**src/rtl/raxi_fifo.sv**
```systemverilog
// raxi_fifo: rAXI stream FIFO buffering full beats (data, user, id, first, last, keep)
// with first-word fall-through presentation in cut-through or store-and-forward mode.
module raxi_fifo #(
   parameter int DW       = 16,
   parameter int UW       = 1,
   parameter int IW       = 1,
   parameter int DEPTH    = 16,
   parameter int PKT_MODE = 0
) (
   input  logic                     clk,
   input  logic                     reset,
   input  logic                     s_valid,
   input  logic                     s_first,
   input  logic                     s_last,
   input  logic                     s_keep,
   input  logic [DW-1:0]            s_data,
   input  logic [UW-1:0]            s_user,
   input  logic [IW-1:0]            s_id,
   output logic                     s_ready,
   output logic                     m_valid,
   output logic                     m_first,
   output logic                     m_last,
   output logic                     m_keep,
   output logic [DW-1:0]            m_data,
   output logic [UW-1:0]            m_user,
   output logic [IW-1:0]            m_id,
   input  logic                     m_ready,
   output logic [$clog2(DEPTH):0]   level
);

   localparam int AW = $clog2(DEPTH);

   typedef struct packed {
      logic [DW-1:0] data;
      logic [UW-1:0] user;
      logic [IW-1:0] id;
      logic          first;
      logic          last;
      logic          keep;
   } beat_t;

   beat_t       mem [DEPTH];
   beat_t       s_beat;
   beat_t       head;
   beat_t       m_beat;
   logic [AW:0] wr_ptr;
   logic [AW:0] rd_ptr;
   logic [AW:0] pkt_cnt;
   logic        drain;
   logic        empty;
   logic        full;
   logic        wr_en;
   logic        rd_en;
   logic        pkt_in;
   logic        pkt_out;

   assign s_beat  = {s_data, s_user, s_id, s_first, s_last, s_keep};
   assign head    = mem[rd_ptr[AW-1:0]];

   // The extra pointer MSB separates a full FIFO from an empty one.
   assign empty   = (wr_ptr == rd_ptr);
   assign full    = (wr_ptr[AW-1:0] == rd_ptr[AW-1:0]) && (wr_ptr[AW] != rd_ptr[AW]);
   assign level   = wr_ptr - rd_ptr;

   // No write-through on full: a same-cycle read does not free a slot for the writer.
   assign s_ready = !full && !reset;
   assign wr_en   = s_valid && s_ready;

   // Packet mode holds output back until a whole packet is stored, or the FIFO is
   // full with none stored, in which case drain keeps the oversize packet flowing.
   always_comb begin
      if (PKT_MODE != 0) begin
         m_valid = !empty && ((pkt_cnt != '0) || full || drain);
      end else begin
         m_valid = !empty;
      end
   end

   assign rd_en   = m_valid && m_ready;
   assign m_beat  = m_valid ? head : '0;
   assign m_data  = m_beat.data;
   assign m_user  = m_beat.user;
   assign m_id    = m_beat.id;
   assign m_first = m_beat.first;
   assign m_last  = m_beat.last;
   assign m_keep  = m_beat.keep;

   assign pkt_in  = wr_en && s_last;
   assign pkt_out = rd_en && m_last;

   // NOTE: storage is deliberately not reset; pointers alone define which entries are
   // valid, and leaving the array out of reset lets it map onto plain RAM.
   always_ff @(posedge clk) begin
      if (wr_en) begin
         mem[wr_ptr[AW-1:0]] <= s_beat;
      end
   end

   // NOTE: all state below uses non-blocking assignments so every register samples
   // the pre-edge values of the others regardless of statement order.
   always_ff @(posedge clk) begin
      if (reset) begin
         wr_ptr  <= '0;
         rd_ptr  <= '0;
         pkt_cnt <= '0;
         drain   <= 1'b0;
      end else begin
         if (wr_en) begin
            wr_ptr <= wr_ptr + (AW+1)'(1);
         end
         if (rd_en) begin
            rd_ptr <= rd_ptr + (AW+1)'(1);
            drain  <= !m_last;
         end
         case ({pkt_in, pkt_out})
            2'b10:   pkt_cnt <= pkt_cnt + (AW+1)'(1);
            2'b01:   pkt_cnt <= pkt_cnt - (AW+1)'(1);
            default: pkt_cnt <= pkt_cnt;
         endcase
      end
   end

endmodule

```
**config.mk**
```make
export PLATFORM = sky130hd
export DESIGN_NAME = raxi_fifo
export DESIGN_NICKNAME = d
export VERILOG_FILES = /design/src/rtl/raxi_fifo.sv
export SDC_FILE = /design/constraint.sdc
export NUM_CORES = 1
export LEC_CHECK = 0
export BUFFER_PORTS_ARGS = -buffer_cell sky130_fd_sc_hd__buf_2
export CAP_MARGIN = 20
export CORE_UTILIZATION = 58
export CTS_BUF_LIST = sky130_fd_sc_hd__clkbuf_2
export CTS_CLUSTER_SIZE = 25
export DETAILED_ROUTE_END_ITERATION = 10
export MAX_ROUTING_LAYER = met4
export PLACE_DENSITY_LB_ADDON = 0.2
export SLEW_MARGIN = 20
export SYNTH_ARGS = -nofsm -noshare
export SYNTH_HDL_FRONTEND = slang
export SYNTH_SLANG_ARGS = --single-unit
```
**constraint.sdc**
```tcl
create_clock -name clk -period 3.3 [get_ports clk]
set_input_delay 0.33 -clock clk [delete_from_list [all_inputs] [get_ports clk]]
set_output_delay 0.33 -clock clk [all_outputs]
set_load 0.02 [all_outputs]
```
* Word level (Yosys, flattened, before mapping)
Memories as Yosys holds them, arrays and structs flattened. A register that Yosys moved wholly into a read port is not among the register bits. Index checks and enable logic that the tools add are counted.
Cells by class: multiplexer cells 5, equality and inequality tests 3, reductions and logical operators 7, add/sub/neg operators 3
Operators with widths (number):
- $mux 21 | 1
- $add 5x1->5 const B | 2
- $mux 4 | 2
- $eq 5x5->1 | 1
- $sub 5x5->5 | 1
- $eq 4x4->1 | 1
- $logic_and 1x1->1 | 4
- $logic_not 1->1 | 3
- $mux 1 | 2
- $ne 1x1->1 | 1
Word-level totals: bits in registers 10, memories kept 1, memory bits (writable) 336, output and inout bits 28, logic and storage cells 21, input bits 25
Memory list:
- mem | words 16, bits a word 21, rd ports 1, clocked after Yosys merged registers in 1, wr ports 1, RTL line 42 | beat_t mem [DEPTH];

* Depth between registers and ports, before layout
Gate-level depths: netlist of run 1.
word-level depth 7, gate-level depth with buffers 7, depth with buffers taken out 7

* Worst setup path after synthesis of run 1
OpenSTA, ideal clock, no wires.
path type register to register, from reg wr_ptr[0], to mem mem[3][0] (netlist name), enable pin, arrival time 3.204 ns, cell stages (with the launch flop) 7, path slack -0.329 ns, clock period less this slack 3.629 ns, required time 2.875 ns, cell sequence dfxtp_1 inv_1 ha_1 and4_1 a21oi_1 nand3_1 nor3_1
Between the ends: cells in the longest elaborated chain, start to end 7
Ends and longest elaborated chain:
- from (decl) | RTL line 46 | logic [AW:0] wr_ptr;
- from (signal assigned) | RTL line 109 | wr_ptr <= wr_ptr + (AW+1)'(1);
- $eq 4x4->1 | RTL line 62 | assign full = (wr_ptr[AW-1:0] == rd_ptr[AW-1:0]) && (wr_ptr[AW] != rd_ptr[AW]);
- $logic_and 1x1->1 | RTL line 62
- $logic_not 1->1 | RTL line 66 | assign s_ready = !full && !reset;
- $logic_and 1x1->1 | RTL line 66
- via s_ready | RTL line 19 | output logic s_ready,
- $logic_and 1x1->1 | RTL line 67 | assign wr_en = s_valid && s_ready;
- $mux 1 | RTL line 94 | if (wr_en) begin
- $mux 1 (not written as such) | RTL line 95 | mem[wr_ptr[AW-1:0]] <= s_beat;
- to (decl) | RTL line 42
The timed path passes the listed nets, and every way through them passes these cells.

* Worst setup path after layout of run 1
from reg wr_ptr[0], to out m_id
Between the ends: cells in the longest elaborated chain, start to end 2
Ends and longest elaborated chain:
- $eq 5x5->1 | RTL line 61 | assign empty = (wr_ptr == rd_ptr);
- $mux 21 | RTL line 80 | assign m_beat = m_valid ? head : '0;
- to (decl) | RTL line 26 | output logic [IW-1:0] m_id,
Every way passes these cells.

==> key figures, run 1 <==
CTS
  – CTS H-tree lvls: 3
  – Total CTS buffers: 85
  – Clock Tree Buf Depth: 3
  – Clock transition at path regs: 0.11 ns
  – Clk Latency, worst-skew pair: 0.83 ns
  – TritonCTS clock tree: yes
  – CTS Sinks: 350
  – Clock Tree Root: clkbuf_2

Synth
  – Syn_area_per_cell: 21.98 µm²
  – Syn Inst Count: 620
  – Mapped cell area: 13630 µm²
  – Ys async rst share: 0
  – Most common flop cell mapped by yosys: edfxtp_1
  – Post-synth EDFFs: 336
  – Sequential share of the synthesized area: 0.7610
  – Yosys reg bits: 350
  – Post-synthesis cell type count: 36
  – Net Count, Synth: 655
  – Synth warn: 0

Worst hold path
  – Hold endpoint: mem[12][12]$_DFFE_PP_
  – Worst Hold Launch: s_data[7]
  – Hold WC Path Type: in2reg
  – Hold Path Cell Cnt: 2

Route
  – Number of routed nets with antenna violations: 0
  – Total wire length: 27870 µm
  – Drt via density: 5.867
  – DR pass1 iterations: 4
  – Wirelength per Cell: 23.50 µm
  – Vias: 6958
  – DRC: 0
  – Iteration-0 DRC Markers: 521

Die
  – DIE AREA: 24110 µm²
  – Std cell rows: 55
  – Die Height: 155.3 µm
  – Initial Util: 0.5964
  – Core area: 22850 µm²
  – Die W: 155.3 µm
  – Num ports: 53

STA
  – Max Freq: 314.5 MHz
  – Worst Max-Slew Pin Slew: 0.4948 ns
  – Fin crit period: 3.180 ns
  – Final Setup Violations: 0
  – Final Cycle Share: 0.9637
  – RSZ-0062 raised after global routing: yes
  – Count of pins over their slew limit: 0
  – Final Worst Setup Slack: 0.1199 ns
  – Final Hold Viols: 0
  – Hold slack: 0.4205 ns
  – Final Skew: 0.04797 ns
  – Max-slew headroom: 0.6691

Power and ir drop
  – Pwr/cell area: 559.9 nW/µm²
  – Overall power: 8.874 mW
  – Peak supply drop: 332.1 µV
  – Leak: 5.303 nW

GRT
  – First-pass GRT wire length: 42210 µm
  – Vias in the first global route: 7506
  – Grt total ovfl: 0
  – Tot GR Track Use: 0.2516
  – Largest net degree at the start of global routing: 28
  – Initial antenna violation count: 1

Setup path
  – Critical setup path kind: reg2out
  – Crit path arrival time: 2.85 ns
  – Crit end category: output pin
  – Worst reg2reg startpoint: wr_ptr[1]$_SDFFE_PP0P_
  – Startpoint Class: flip-flop
  – Crit Path Max Fanout: 21
  – Critical R2R Capture: mem[1][16]$_DFFE_PP_
  – Worst EP required: 2.97 ns
  – FF-to-FF path depth: 6
  – Reg-to-reg slack, setup: 0.70 ns

Cells and area
  – Register area: 10390 µm²
  – Utilization after layout: 0.6937
  – Area growth syn-to-layout: 16.31%
  – Multi-input logic area: 3184 µm²
  – Cell area after layout: 15850 µm²
  – Nets: 844
  – # fillers: 1497
  – Layout cell share with drive strength beyond 1: 0.4232

Placement
  – Area after DPL: 14610 µm²
  – Routability Congestion: 0.7906
  – Place WS: 0.5331 ns
  – Port Buf Inserts: 52
  – Hpwl dp: 16080 µm

Flow run
  – Max_cap viols: 0

Outcome
  – Status: complete, no violations
[layout by cell type, fill, tap and decap left out, types with 5 or more instances in the layout]
cell / instances
nand2_1: 6
buf_12: 8
clkinv_1: 18
clkbuf_2: 125
a21oi_1: 5
dfxtp_1: 7
mux4_1: 7
xnor2_1: 5
ha_1: 7
inv_1: 8
buf_2: 52
inv_2: 5
a221o_1: 21
dlygate4sd3_1: 25
nor2b_1: 21
buf_4: 41
edfxtp_1: 336
nor2_1: 10
mux2_2: 21
mux4_2: 77
nor2_2: 12
[cells in the mapped netlist (5+ instances only)]
cell type | number | area, µm²
a221o_1 | 21 | 210.2
nor2_1 | 22 | 82.58
buf_2 | 13 | 65.06
ha_1 | 9 | 112.6
nor2b_1 | 22 | 137.6
nand2_1 | 6 | 22.52
mux4_2 | 77 | 1734
dfxtp_1 | 14 | 280.3
a21oi_1 | 5 | 25.02
xnor2_1 | 5 | 43.79
inv_1 | 8 | 30.03
edfxtp_1 | 336 | 10090
clkbuf_1 | 15 | 56.30
xor2_1 | 5 | 43.79
mux4_1 | 7 | 183.9
mux2_2 | 21 | 236.5
[timing repair]
| action | CTS | global route |
|---|---|---|
| endpoints found under the setup margin | 21 | 21 |
| endpoints found under the hold margin | 350 | 0 |
| hold buffers | 25 | 0 |
| pin swaps | 3 | 2 |
| gates resized for setup | 13 | 7 |
| cloned | 1 | 2 |
| setup buffers | 8 | 3 |
[through the flow]
| step | instances | TNS [ns] |
|---|---|---|
| 2_1_floorplan | 620 | 0 |
| 3_3_place_gp | 996 | 0 |
| 3_5_place_dp | 996 | 0 |
| 4_1_cts | 1180 | 0 |
| 5_1_grt | 1186 | -0.03022 |
| 6_report | 1186 | 0 |
[sequential cells by signal, indices dropped and copies added (netlist names), named ones only]
register  flops
wr_ptr        5
rd_ptr        5
mem         336
[cell type report]
class | count | share of cell area
tap | 313 | 0.02471
timing repair buffer | 134 | 0.06987
multi-input combinational | 230 | 0.2009
inverter | 8 | 0.001895
clock inverter | 25 | 0.007658
clock buffer | 125 | 0.03947
antenna | 1 | 0.0001579
sequential | 350 | 0.6553
[worst max path at each step]
stage	from	end	slack, ns	depth (start not counted)
3_3_place_gp	wr_ptr[0]$_SDFFE_PP0P_	mem[1][9]$_DFFE_PP_	0.62	7
2_1_floorplan	wr_ptr[0]$_SDFFE_PP0P_	mem[7][0]$_DFFE_PP_	0.22	6
6_report	wr_ptr[0]$_SDFFE_PP0P_	m_id	0.12	8
4_1_cts	wr_ptr[0]$_SDFFE_PP0P_	m_id	0.004	9
3_5_place_dp	wr_ptr[0]$_SDFFE_PP0P_	mem[1][7]$_DFFE_PP_	0.53	7
5_1_grt	wr_ptr[0]$_SDFFE_PP0P_	m_id	-0.01	9
[report_power, final]
group          leakage [nW]  internal [mW]  switching (mW)
sequential             3.14           4.90          0.0496
clock                 0.587           1.09            1.62
combinational          1.57          0.593           0.627
total                  5.30           6.58            2.30
[cell families after synthesis]
family | share of synthesized area
and+or+nand+nor | 0.02470
xor gates and xnor gates | 0.006427
muxes | 0.1596
adders and majority gates | 0.009733
DFF | 0.7610
buffers and inverters | 0.01451
AOI/OAI and AO/OA | 0.02405
[critical path, stage by stage, from the launching register on]
cell and delay, ns:
dfxtp_4 0.39, inv_1 0.10, ha_4 0.29, and4_4 0.28
nand2b_1 0.10, nor2b_2 0.17, buf_6 0.19, a221o_1 0.36
buf_2 0.18
[per-layer routing]
layer,part of all wire,global-route usage
met5,0,-
met4,0.025,0.09664
met3,0.064,0.05209
met2,0.51,0.4039
met1,0.40,0.3202
Note: power is estimated with default switching activity, not from simulation.
==> inputs of run 2 (changes only) <==
--- a/config.mk
+++ b/config.mk
@@ -7,7 +7,7 @@
 export LEC_CHECK = 0
 export BUFFER_PORTS_ARGS = -buffer_cell sky130_fd_sc_hd__buf_2
 export CAP_MARGIN = 20
-export CORE_UTILIZATION = 58
+export CORE_UTILIZATION = 60
 export CTS_BUF_LIST = sky130_fd_sc_hd__clkbuf_2
 export CTS_CLUSTER_SIZE = 25
 export DETAILED_ROUTE_END_ITERATION = 10
==> constraint.sdc (replaced) <==
create_clock -name clk -period 3.5 [get_ports clk]
set_input_delay 0.35 -clock clk [delete_from_list [all_inputs] [get_ports clk]]
set_output_delay 0.35 -clock clk [all_outputs]
set_load 0.02 [all_outputs]
==> key figures, run 2 (same netlist as run 1, synthesis figures left out) <==
CTS
  – Clk Latency, worst-skew pair: 0.87 ns (+0.04 ns)
  – Clock transition at path regs: 0.11 ns (about the same)
  – TritonCTS clock tree: yes
  – CTS Sinks: 350 (unchanged)
  – Total CTS buffers: 85 (unchanged)
  – Clock Tree Buf Depth: 3 (unchanged)
  – Clock Tree Root: clkbuf_2
  – CTS H-tree lvls: 3 (unchanged)

STA
  – Fin crit period: 3.334 ns
  – Hold slack: 0.3962 ns (-0.02432 ns)
  – Final Cycle Share: 0.9527
  – Final Setup Violations: 0 (unchanged)
  – Final Worst Setup Slack: 0.1657 ns (+0.04579 ns)
  – Setup TNS Final: 0 ns (unchanged)
  – Max-slew headroom: 0.7049 (+0.03586)
  – Max Freq: 299.9 MHz
  – Count of pins over their slew limit: 0 (unchanged)
  – RSZ-0062 raised after global routing: yes
  – Worst Max-Slew Pin Slew: 0.4418 ns (-0.05299 ns)
  – Final Skew: 0.03696 ns (-0.01101 ns)
  – Final Hold Viols: 0 (unchanged)

Placement
  – Inst Count DP: 955 (-4.1%)
  – Routability Congestion: 0.8069 (+2.1%)
  – Place WS: 0.6539 ns (+0.1208 ns)
  – Port Buf Inserts: 52 (unchanged)
  – Hpwl dp: 15420 µm (-4.1%)

Route
  – Vias: 6757 (-2.9%)
  – Total wire length: 27080 µm (-2.8%)
  – Wirelength per Cell: 23.92 µm (+1.8%)
  – Number of routed nets with antenna violations: 0 (unchanged)
  – DR pass1 iterations: 7 (+3)
  – Iteration-0 DRC Markers: 507 (-2.7%)
  – Drt via density: 5.969 (+1.7%)
  – DRC: 3 (+3)

GRT
  – Grt total ovfl: 0 (unchanged)
  – Initial antenna violation count: 2 (+1)
  – First-pass GRT wire length: 40890 µm (-3.1%)
  – Tot GR Track Use: 0.2505 (-0.001049)
  – Largest net degree at the start of global routing: 38 (+36%)
  – Vias in the first global route: 7061 (-5.9%)

Cells and area
  – Final Non-Filler Cells: 1132 (-4.6%)
  – Layout cell share with drive strength beyond 1: 0.4118 (-0.01140)
  – # fillers: 1428 (-4.6%)
  – Register area: 10390 µm² (about the same)
  – Most frequent cells in the layout: 336 x edfxtp_1, 127 x clkbuf_2, 77 x mux4_2, 52 x buf_2, 37 x buf_4
  – Multi-input logic area: 3154 µm² (-0.94%)
  – Utilization after layout: 0.7038 (+0.01011)
  – Number of flip-flops in the largest register: 336 (unchanged)
  – Commonest non-fill, non-tap cell in the layout: edfxtp_1
  – Area growth syn-to-layout: 13.76%
  – Nets: 827 (-2.0%)

Flow run
  – Max_cap viols: 0 (unchanged)

Setup path
  – FF-to-FF path depth: 7 (+1)
  – Crit end category: output pin
  – Reg-to-reg slack, setup: 0.84 ns (+0.14 ns)
  – Crit path arrival time: 2.98 ns (+0.13 ns)
  – CP endpoint: m_data[5]
  – Critical setup path kind: reg2out
  – Crit Path Max Fanout: 10 (-52%)
  – Worst EP required: 3.15 ns (+0.18 ns)
  – Startpoint Class: flip-flop
  – Critical R2R Capture: mem[2][4]$_DFFE_PP_
  – Worst reg2reg startpoint: wr_ptr[0]$_SDFFE_PP0P_
  – Crit path launch: wr_ptr[0]$_SDFFE_PP0P_

Die
  – Initial Util: 0.6187 (+0.02223)
  – Num ports: 53 (unchanged)
  – Core area: 22030 µm² (-3.6%)
  – Std cell rows: 54 (-1.8%)
  – Die Height: 152.7 µm (-1.7%)
  – DIE AREA: 23320 µm² (-3.3%)
  – Die W: 152.7 µm (-1.7%)

Power and ir drop
  – Leak: 5.177 nW (-2.4%)
  – Pwr/cell area: 533.8 nW/µm² (-4.7%)
  – Peak supply drop: 373.3 µV (+12%)

Worst hold path
  – Hold WC Path Type: in2reg

Outcome
  – Failing checks: design-rule violations
  – Status: finished, violations left
[run 2: changes by cell type in the layout (fill, tap and decap cells not counted), sizes merged]
cell,before,now
buf,107,92
clkinv,19,14
diode,1,2
inv,13,11
[run 2: worst min-delay path by stage]
| stage | slack [ns] | start | cells past startpoint | to |
|---|---|---|---|---|
| after floorplan | 0.45 | s_keep | 0 | mem[0][0]$_DFFE_PP_ |
| after global placement | 0.52 | rd_ptr[4]$_SDFFE_PP0P_ | 2 | rd_ptr[4]$_SDFFE_PP0P_ |
| after detailed placement | 0.52 | wr_ptr[4]$_SDFFE_PP0P_ | 2 | wr_ptr[4]$_SDFFE_PP0P_ |
| after CTS | 0.31 | s_data[3] | 2 | mem[15][8]$_DFFE_PP_ |
| after global routing | 0.36 | s_data[13] | 2 | mem[1][18]$_DFFE_PP_ |
| final | 0.40 | s_data[3] | 2 | mem[15][8]$_DFFE_PP_ |
[run 2: metrics by stage]
stage | power (mW) | cell area [µm²]
final | 8.275 | 15500
after global routing | 8.614 | 15500
after CTS | 8.343 | 15470
after detailed placement | 5.803 | 14440
after global placement | 5.784 | 14440
after floorplan | 5.492 | 13630
[run 2: timing repair]
item | CTS | global route
endpoints found under the setup margin | 21 | 21
hold endpoints to repair | 349 | 0
hold buffers | 25 | 0
gates resized for setup | 8 | 4
pin swaps | 1 | 1
setup buffers | 4 | 1
[run 2: where the power goes]
| part | internal [mW] | switching, mW |
|---|---|---|
| clock network | 1.02 | 1.50 |
| logic | 0.517 | 0.563 |
| registers | 4.62 | 0.0474 |
[run 2: area by class of cell]
| class | count | share of cell area |
|---|---|---|
| sequential | 350 | 0.6699 |
| antenna | 2 | 0.0003228 |
| inverter | 8 | 0.001937 |
| tap | 280 | 0.02260 |
| clock inverter | 18 | 0.006134 |
| multi-input combinational | 230 | 0.2035 |
| timing repair buffer | 117 | 0.05464 |
| clock buffer | 127 | 0.04100 |
[run 2: critical path: stages, from the launching register on]
cell and delay (ns):
dfxtp_2 0.39, inv_1 0.09, ha_1 0.33, nand4_1 0.20
o211ai_1 0.22, buf_4 0.15, buf_4 0.20, nor2b_1 0.08
a221o_1 0.29, buf_2 0.17
[run 2: routing by layer]
| layer | GRT usage | routed length [µm] |
|---|---|---|
| met5 | - | 0 |
| met2 | 0.4120 | 13890 |
| met4 | 0.09620 | 678 |
| met3 | 0.04522 | 1352 |
| met1 | 0.3141 | 11150 |
